$ cat src/rtl/fma16_tv_pkg.sv
// Shared definitions for the fma16 test-vector runner: the 76-bit vector
// layout, control-byte bit positions, runner states and a saturating counter helper.
package fma16_tv_pkg;

   localparam int TV_W      = 76;

   localparam int X_MSB     = 75;
   localparam int X_LSB     = 60;
   localparam int Y_MSB     = 59;
   localparam int Y_LSB     = 44;
   localparam int Z_MSB     = 43;
   localparam int Z_LSB     = 28;
   localparam int CTRL_MSB  = 27;
   localparam int CTRL_LSB  = 20;
   localparam int REXP_MSB  = 19;
   localparam int REXP_LSB  = 4;
   localparam int FEXP_MSB  = 3;
   localparam int FEXP_LSB  = 0;

   // bit positions inside the 8-bit ctrl field; bits 7:6 are spare
   localparam int CTRL_NEGZ   = 0;
   localparam int CTRL_NEGP   = 1;
   localparam int CTRL_ADD    = 2;
   localparam int CTRL_MUL    = 3;
   localparam int CTRL_RM_LSB = 4;
   localparam int CTRL_RM_MSB = 5;

   typedef enum logic [2:0] {
      ST_IDLE  = 3'd0,
      ST_FETCH = 3'd1,
      ST_APPLY = 3'd2,
      ST_CHECK = 3'd3,
      ST_DONE  = 3'd4
   } tv_state_t;

   typedef struct packed {
      logic [15:0] x;
      logic [15:0] y;
      logic [15:0] z;
      logic [7:0]  ctrl;
      logic [15:0] rexp;
      logic [3:0]  fexp;
   } fma16_tv_t;

   // statistics counters stick at all-ones instead of wrapping
   function automatic logic [31:0] sat_inc32(input logic [31:0] v);
      return (v == 32'hFFFF_FFFF) ? v : v + 32'd1;
   endfunction

endpackage

$ cat src/rtl/fma16_vec_runner_unpack.sv
// Combinational split of one vector word into operands, decoded controls
// and the expected result/flags.
module fma16_tv_unpack
   import fma16_tv_pkg::*;
(
   input  logic [TV_W-1:0] word_i,
   output logic [15:0]     x_o,
   output logic [15:0]     y_o,
   output logic [15:0]     z_o,
   output logic            mul_o,
   output logic            add_o,
   output logic            negp_o,
   output logic            negz_o,
   output logic [1:0]      roundmode_o,
   output logic [15:0]     rexp_o,
   output logic [3:0]      fexp_o
);

   fma16_tv_t tv;

   assign tv          = fma16_tv_t'(word_i);
   assign x_o         = tv.x;
   assign y_o         = tv.y;
   assign z_o         = tv.z;
   assign mul_o       = tv.ctrl[CTRL_MUL];
   assign add_o       = tv.ctrl[CTRL_ADD];
   assign negp_o      = tv.ctrl[CTRL_NEGP];
   assign negz_o      = tv.ctrl[CTRL_NEGZ];
   assign roundmode_o = tv.ctrl[CTRL_RM_MSB:CTRL_RM_LSB];
   assign rexp_o      = tv.rexp;
   assign fexp_o      = tv.fexp;

endmodule

$ cat src/rtl/fma16_vec_runner.sv
// Test-vector sequencer for fma16: fetch, apply, check, count errors.
//
// state | meaning
// IDLE  | after reset, waiting for start
// FETCH | vec_addr presents the current index to the vector memory
// APPLY | memory data valid; latch operands, controls and expectations
// CHECK | fma16 has settled; compare, update counters, advance index
// DONE  | run complete, everything held until the next start
module fma16_vec_runner
   import fma16_tv_pkg::*;
#(
   parameter int AW          = 14,
   parameter bit CHECK_FLAGS = 1'b0
) (
   input  logic            clk,
   input  logic            reset,
   input  logic            start,
   input  logic [AW:0]     num_vecs,
   output logic [AW-1:0]   vec_addr,
   input  logic [TV_W-1:0] vec_data,
   output logic [15:0]     x,
   output logic [15:0]     y,
   output logic [15:0]     z,
   output logic            mul,
   output logic            add,
   output logic            negp,
   output logic            negz,
   output logic [1:0]      roundmode,
   input  logic [15:0]     result,
   input  logic [3:0]      flags,
   output logic            busy,
   output logic            done,
   output logic [31:0]     vectornum,
   output logic [31:0]     errors,
   output logic            err_pulse,
   output logic [AW-1:0]   first_err_idx,
   output logic            first_err_valid
);

   localparam logic [AW:0] IDX_ONE = {{AW{1'b0}}, 1'b1};

   tv_state_t   state_q, state_d;
   logic [AW:0] idx_q, idx_d, cnt_q, cnt_d;
   logic [15:0] x_q, x_d, y_q, y_d, z_q, z_d, rexp_q, rexp_d;
   logic [3:0]  fexp_q, fexp_d;
   logic        mul_q, mul_d, add_q, add_d, negp_q, negp_d, negz_q, negz_d;
   logic [1:0]  rm_q, rm_d;
   logic [31:0] vnum_q, vnum_d, errs_q, errs_d;
   logic        err_pulse_q, err_pulse_d, ferr_vld_q, ferr_vld_d;
   logic [AW-1:0] ferr_idx_q, ferr_idx_d;

   logic [15:0] u_x, u_y, u_z, u_rexp;
   logic [3:0]  u_fexp;
   logic        u_mul, u_add, u_negp, u_negz;
   logic [1:0]  u_rm;
   logic        mismatch;
   logic [AW:0] idx_next;

   fma16_tv_unpack u_unpack (
      .word_i      (vec_data),
      .x_o         (u_x),
      .y_o         (u_y),
      .z_o         (u_z),
      .mul_o       (u_mul),
      .add_o       (u_add),
      .negp_o      (u_negp),
      .negz_o      (u_negz),
      .roundmode_o (u_rm),
      .rexp_o      (u_rexp),
      .fexp_o      (u_fexp)
   );

   assign mismatch = (result != rexp_q) | (CHECK_FLAGS & (flags != fexp_q));
   assign idx_next = idx_q + IDX_ONE;

   // next-state and datapath updates; registers hold unless a state says otherwise
   always_comb begin
      state_d     = state_q;
      idx_d       = idx_q;
      cnt_d       = cnt_q;
      x_d         = x_q;
      y_d         = y_q;
      z_d         = z_q;
      mul_d       = mul_q;
      add_d       = add_q;
      negp_d      = negp_q;
      negz_d      = negz_q;
      rm_d        = rm_q;
      rexp_d      = rexp_q;
      fexp_d      = fexp_q;
      vnum_d      = vnum_q;
      errs_d      = errs_q;
      err_pulse_d = 1'b0;
      ferr_idx_d  = ferr_idx_q;
      ferr_vld_d  = ferr_vld_q;
      unique case (state_q)
         ST_IDLE, ST_DONE: begin
            if (start) begin
               vnum_d     = '0;
               errs_d     = '0;
               ferr_vld_d = 1'b0;
               ferr_idx_d = '0;
               idx_d      = '0;
               cnt_d      = num_vecs;
               state_d    = (num_vecs == '0) ? ST_DONE : ST_FETCH;
            end
         end
         ST_FETCH: state_d = ST_APPLY;
         ST_APPLY: begin
            x_d     = u_x;
            y_d     = u_y;
            z_d     = u_z;
            mul_d   = u_mul;
            add_d   = u_add;
            negp_d  = u_negp;
            negz_d  = u_negz;
            rm_d    = u_rm;
            rexp_d  = u_rexp;
            fexp_d  = u_fexp;
            state_d = ST_CHECK;
         end
         ST_CHECK: begin
            vnum_d = sat_inc32(vnum_q);
            if (mismatch) begin
               errs_d      = sat_inc32(errs_q);
               err_pulse_d = 1'b1;
               if (!ferr_vld_q) begin
                  ferr_idx_d = idx_q[AW-1:0];
                  ferr_vld_d = 1'b1;
               end
            end
            idx_d   = idx_next;
            state_d = (idx_next == cnt_q) ? ST_DONE : ST_FETCH;
         end
         default: state_d = ST_IDLE;
      endcase
   end

   // state register
   always_ff @(posedge clk or posedge reset) begin
      if (reset) state_q <= ST_IDLE;
      else       state_q <= state_d;
   end

   // datapath and statistics registers
   always_ff @(posedge clk or posedge reset) begin
      if (reset) begin
         idx_q       <= '0;
         cnt_q       <= '0;
         x_q         <= '0;
         y_q         <= '0;
         z_q         <= '0;
         mul_q       <= 1'b0;
         add_q       <= 1'b0;
         negp_q      <= 1'b0;
         negz_q      <= 1'b0;
         rm_q        <= '0;
         rexp_q      <= '0;
         fexp_q      <= '0;
         vnum_q      <= '0;
         errs_q      <= '0;
         err_pulse_q <= 1'b0;
         ferr_idx_q  <= '0;
         ferr_vld_q  <= 1'b0;
      end else begin
         idx_q       <= idx_d;
         cnt_q       <= cnt_d;
         x_q         <= x_d;
         y_q         <= y_d;
         z_q         <= z_d;
         mul_q       <= mul_d;
         add_q       <= add_d;
         negp_q      <= negp_d;
         negz_q      <= negz_d;
         rm_q        <= rm_d;
         rexp_q      <= rexp_d;
         fexp_q      <= fexp_d;
         vnum_q      <= vnum_d;
         errs_q      <= errs_d;
         err_pulse_q <= err_pulse_d;
         ferr_idx_q  <= ferr_idx_d;
         ferr_vld_q  <= ferr_vld_d;
      end
   end

   // the address is simply the index, so it holds through APPLY and CHECK
   assign vec_addr        = idx_q[AW-1:0];
   assign x               = x_q;
   assign y               = y_q;
   assign z               = z_q;
   assign mul             = mul_q;
   assign add             = add_q;
   assign negp            = negp_q;
   assign negz            = negz_q;
   assign roundmode       = rm_q;
   assign busy            = (state_q == ST_FETCH) || (state_q == ST_APPLY) || (state_q == ST_CHECK);
   assign done            = (state_q == ST_DONE);
   assign vectornum       = vnum_q;
   assign errors          = errs_q;
   assign err_pulse       = err_pulse_q;
   assign first_err_idx   = ferr_idx_q;
   assign first_err_valid = ferr_vld_q;

endmodule

$ cat config.mk
export PLATFORM = sky130hd
export DESIGN_NAME = fma16_vec_runner
export DESIGN_NICKNAME = d
export VERILOG_FILES = /design/src/rtl/fma16_tv_pkg.sv /design/src/rtl/fma16_vec_runner_unpack.sv /design/src/rtl/fma16_vec_runner.sv
export SDC_FILE = /design/constraint.sdc
export NUM_CORES = 1
export LEC_CHECK = 0
export ABC_AREA = 1
export BUFFER_PORTS_ARGS = -buffer_cell sky130_fd_sc_hd__clkbuf_2
export CORE_MARGIN = 2
export CORE_UTILIZATION = 40
export CTS_CLUSTER_DIAMETER = 60
export CTS_CLUSTER_SIZE = 40
export DETAILED_ROUTE_END_ITERATION = 16
export GPL_TIMING_DRIVEN = 0
export MAX_ROUTING_LAYER = met4
export SLEW_MARGIN = 20
export SYNTH_ARGS = -nofsm -noshare
export SYNTH_HDL_FRONTEND = slang
export SYNTH_SLANG_ARGS = --single-unit
$ cat constraint.sdc
create_clock -name clk -period 6.1 [get_ports clk]
set_input_delay 0.61 -clock clk [delete_from_list [all_inputs] [get_ports clk]]
set_output_delay 0.61 -clock clk [all_outputs]
set_load 0.1 [all_outputs]
==> impl_metrics.toml <==
[run_status]
status = "finished clean"

[clocking]
post_cts_resized = 0
postCtsSetupRepairBufs = 0
holdBufCountCts = 0
clk_pin_slew_ns = 0.07
clock_path_buffers = 2
clk_latency_ns = 0.44
root_buffer = "clkbuf_16"
cts_tree = "built"
cts_buffers = 17
clock_sinks = 183
cts_htree_levels = 4

[setup_path]
end_kind = "output pin"
critPathLaunchType = "register"
worstSetupPathType = "register to output pin"
crit_fanout = 4
regToRegSetupSlack_ns = 3.79
worstPathRequired_ns = 5.49
cp.arrival_ns = 1.71

[die]
core_area_um2 = 23330
die_area_um2 = 24930
dieWidth_um = 157.9
num_io_pins = 264
initial_core_util_pct = 40.60
die_y_um = 157.9
fp-row-count = 56

[global_routing]
globalRouteOverflowTotal = 0
grt_usage_pct = 23.84
grt_pass1_vias = 8563
grt_pass1_wl_mm = 44.79
antenna_found_initial = 0
grt_start_max_net_pins = 73

[power_and_ir_drop]
pwr-share-seq_pct = 26.8
p_sw_share_pct = 57.58
ir_drop_v = 0.0005435
clkPwrFrac_pct = 17.1
power_density_nw_per_um2 = 602.9
p_leak_nw = 5.787
comb_power_share_pct = 56.1
intPower_mw = 3.031
p_switching_mw = 4.113

[layout]
fin_nets = 1590
drive_above_1_share_pct = 23.49
syn_to_final_growth_pct = 25.07
diodes = 0

[timing]
finalMaxSlewViolations = 0
grt_setup_unrepaired = "no"
setup_viol = 0
worst_hold_slack_ns = 0.1536
fin_crit_sh_pct = 38.01
worst_pin_slew_ns = 0.7619
hold_violations = 0
slew_headroom_pct = 48.93
fmax_mhz = 431.3
period_needed_ns = 2.319
finalSetupTns_ns = 0
fin_skew_ns = 0.01596

[yosys]
yosysTopAreaCellShare_pct = 48.34
synthCells = 1199
yosysSeqAreaShare_pct = 48.34
yosys_most_used_dff = "dfrtp_1"
syn_nets = 1316
ys_ff_latch = 183
synth_commonest_cells = "469 x nand2_1, 183 x dfrtp_1, 81 x nor2_1"
syn_area_um2 = 9474
yosysMostFrequentCell = "nand2_1"
yosys.area.top_type = "dfrtp_1"
synth-edff-count = 0
avgSynthCellArea_um2 = 7.902
postSynth.asyncResetShare_pct = 100.0
ys_warn_count = 0
yosys.cell_types.count = 39
ys_top_cells_by_area = "dfrtp_1 48%, nand2_1 19%, o31ai_1 3.6%"

[place]
port_buffers = 253
dp_hpwl_mm = 22.00
gp_routability_congestion = 0.9280

[detailed_routing]
viasPerCell = 4.906
drt_iter0_drc = 475
antenna_left = 0
avgRoutedWirePerCell_um = 15.62
vias = 8856
dr.pass1.iters = 5
wl_mm = 28.20
drc_errors = 0

[flow_run]
cap_viol_max_count = 0

[worst_hold_path]
hp-class = "input port to async pin"
-- cell type report --
class | instances | area [um^2]
tap | 319 | 399.1
buffer | 54 | 311.5
clock buffer | 17 | 425.4
sequential | 183 | 4579
timing repair buffer | 255 | 1321
inverter | 77 | 296.5
multi-input combinational | 885 | 4299
clock inverter | 15 | 216.5
fill | 2333 | 11480
-- state kept, by name, summed over array words and instances (netlist names), 2 cells and up --
register / cells
errors: 32
vectornum: 32
rexp_q: 16
x: 16
y: 16
z: 16
cnt_q: 15
idx_q: 15
first_err_idx: 14
state_q: 3
roundmode: 2
-- power by group through the flow --
stage          combinational (mW)  sequential, mW  clock (mW)
3_5_place_dp                 4.04            1.93           0
4_1_cts                      4.04            1.92        1.25
2_1_floorplan                1.55            3.57           0
3_3_place_gp                 4.01            1.93           0
6_report                     4.01            1.91        1.22
5_1_grt                      4.29            1.97        1.30
-- critical path: stages, from the launching register on --
cell	delay (ns)
dfrtp_1	0.41
nor2_2	0.20
inv_2	0.10
nor2_1	0.09
clkbuf_2	0.47
-- routing by layer --
layer / share of wire, % / up-vias / global-route usage, %
met4: 2.1 / 0 / 7.403
met2: 47 / 277 / 37.85
met3: 6.1 / 40 / 5.530
li1: - / 4426 / -
met5: 0 / - / -
met1: 45 / 4113 / 30.35
-- path summary, 6_finish.rpt --
path,start,to,cells past startpoint
setup / recovery,state_q[0],done,4
hold / removal,reset,cnt_q[8],2
hold reg to reg,z[12],z[12],2
setup reg to reg,errors[1],errors[30],11
min in group clk,vec_data[31],z[3],3
max in group asynchronous,reset,vectornum[24],4
-- logic make-up (layout without fill, tap and decap cells) --
kind of cell	after synthesis	in the layout	share of synthesized area [%]
AOI/OAI and AO/OA	114	114	7.528
xor gates and xnor gates	57	57	5.269
DFF	183	183	48.34
buffers and inverters	131	418	6.339
adders and majority gates	3	3	0.3962
and+or+nand+nor	711	711	32.13
-- through the flow --
stage	instances	utilization [%]	cell area, um^2	power [mW]	worst slack [ns]
3_5_place_dp	1773	48.03	11210	5.972	3.665
4_1_cts	1805	50.78	11850	7.213	3.761
5_1_grt	1805	50.78	11850	7.559	3.620
3_3_place_gp	1771	47.74	11140	5.936	-1.835
6_report	1805	50.78	11850	7.144	3.781
2_1_floorplan	1199	-	9474	5.119	0.5180
-- cells in the final DEF, fill, tap and decap left out, types with 4 or more instances in the layout --
cell / count
a21oi_1: 14
buf_2: 6
buf_4: 17
buf_6: 5
bufinv_16: 4
clkbuf_1: 23
clkbuf_16: 17
clkbuf_2: 253
dfrtp_1: 183
inv_1: 69
inv_2: 7
inv_6: 4
inv_8: 4
nand2_1: 469
nand2_2: 4
nand3_1: 53
nand3b_1: 8
nand4_1: 28
nor2_1: 81
nor2_2: 4
nor2_4: 4
nor3_1: 35
nor4_1: 7
o21ai_0: 28
o21ai_1: 12
o22ai_1: 9
o31ai_1: 46
xnor2_1: 21
xor2_1: 36
(Power assumes the default switching activity.)
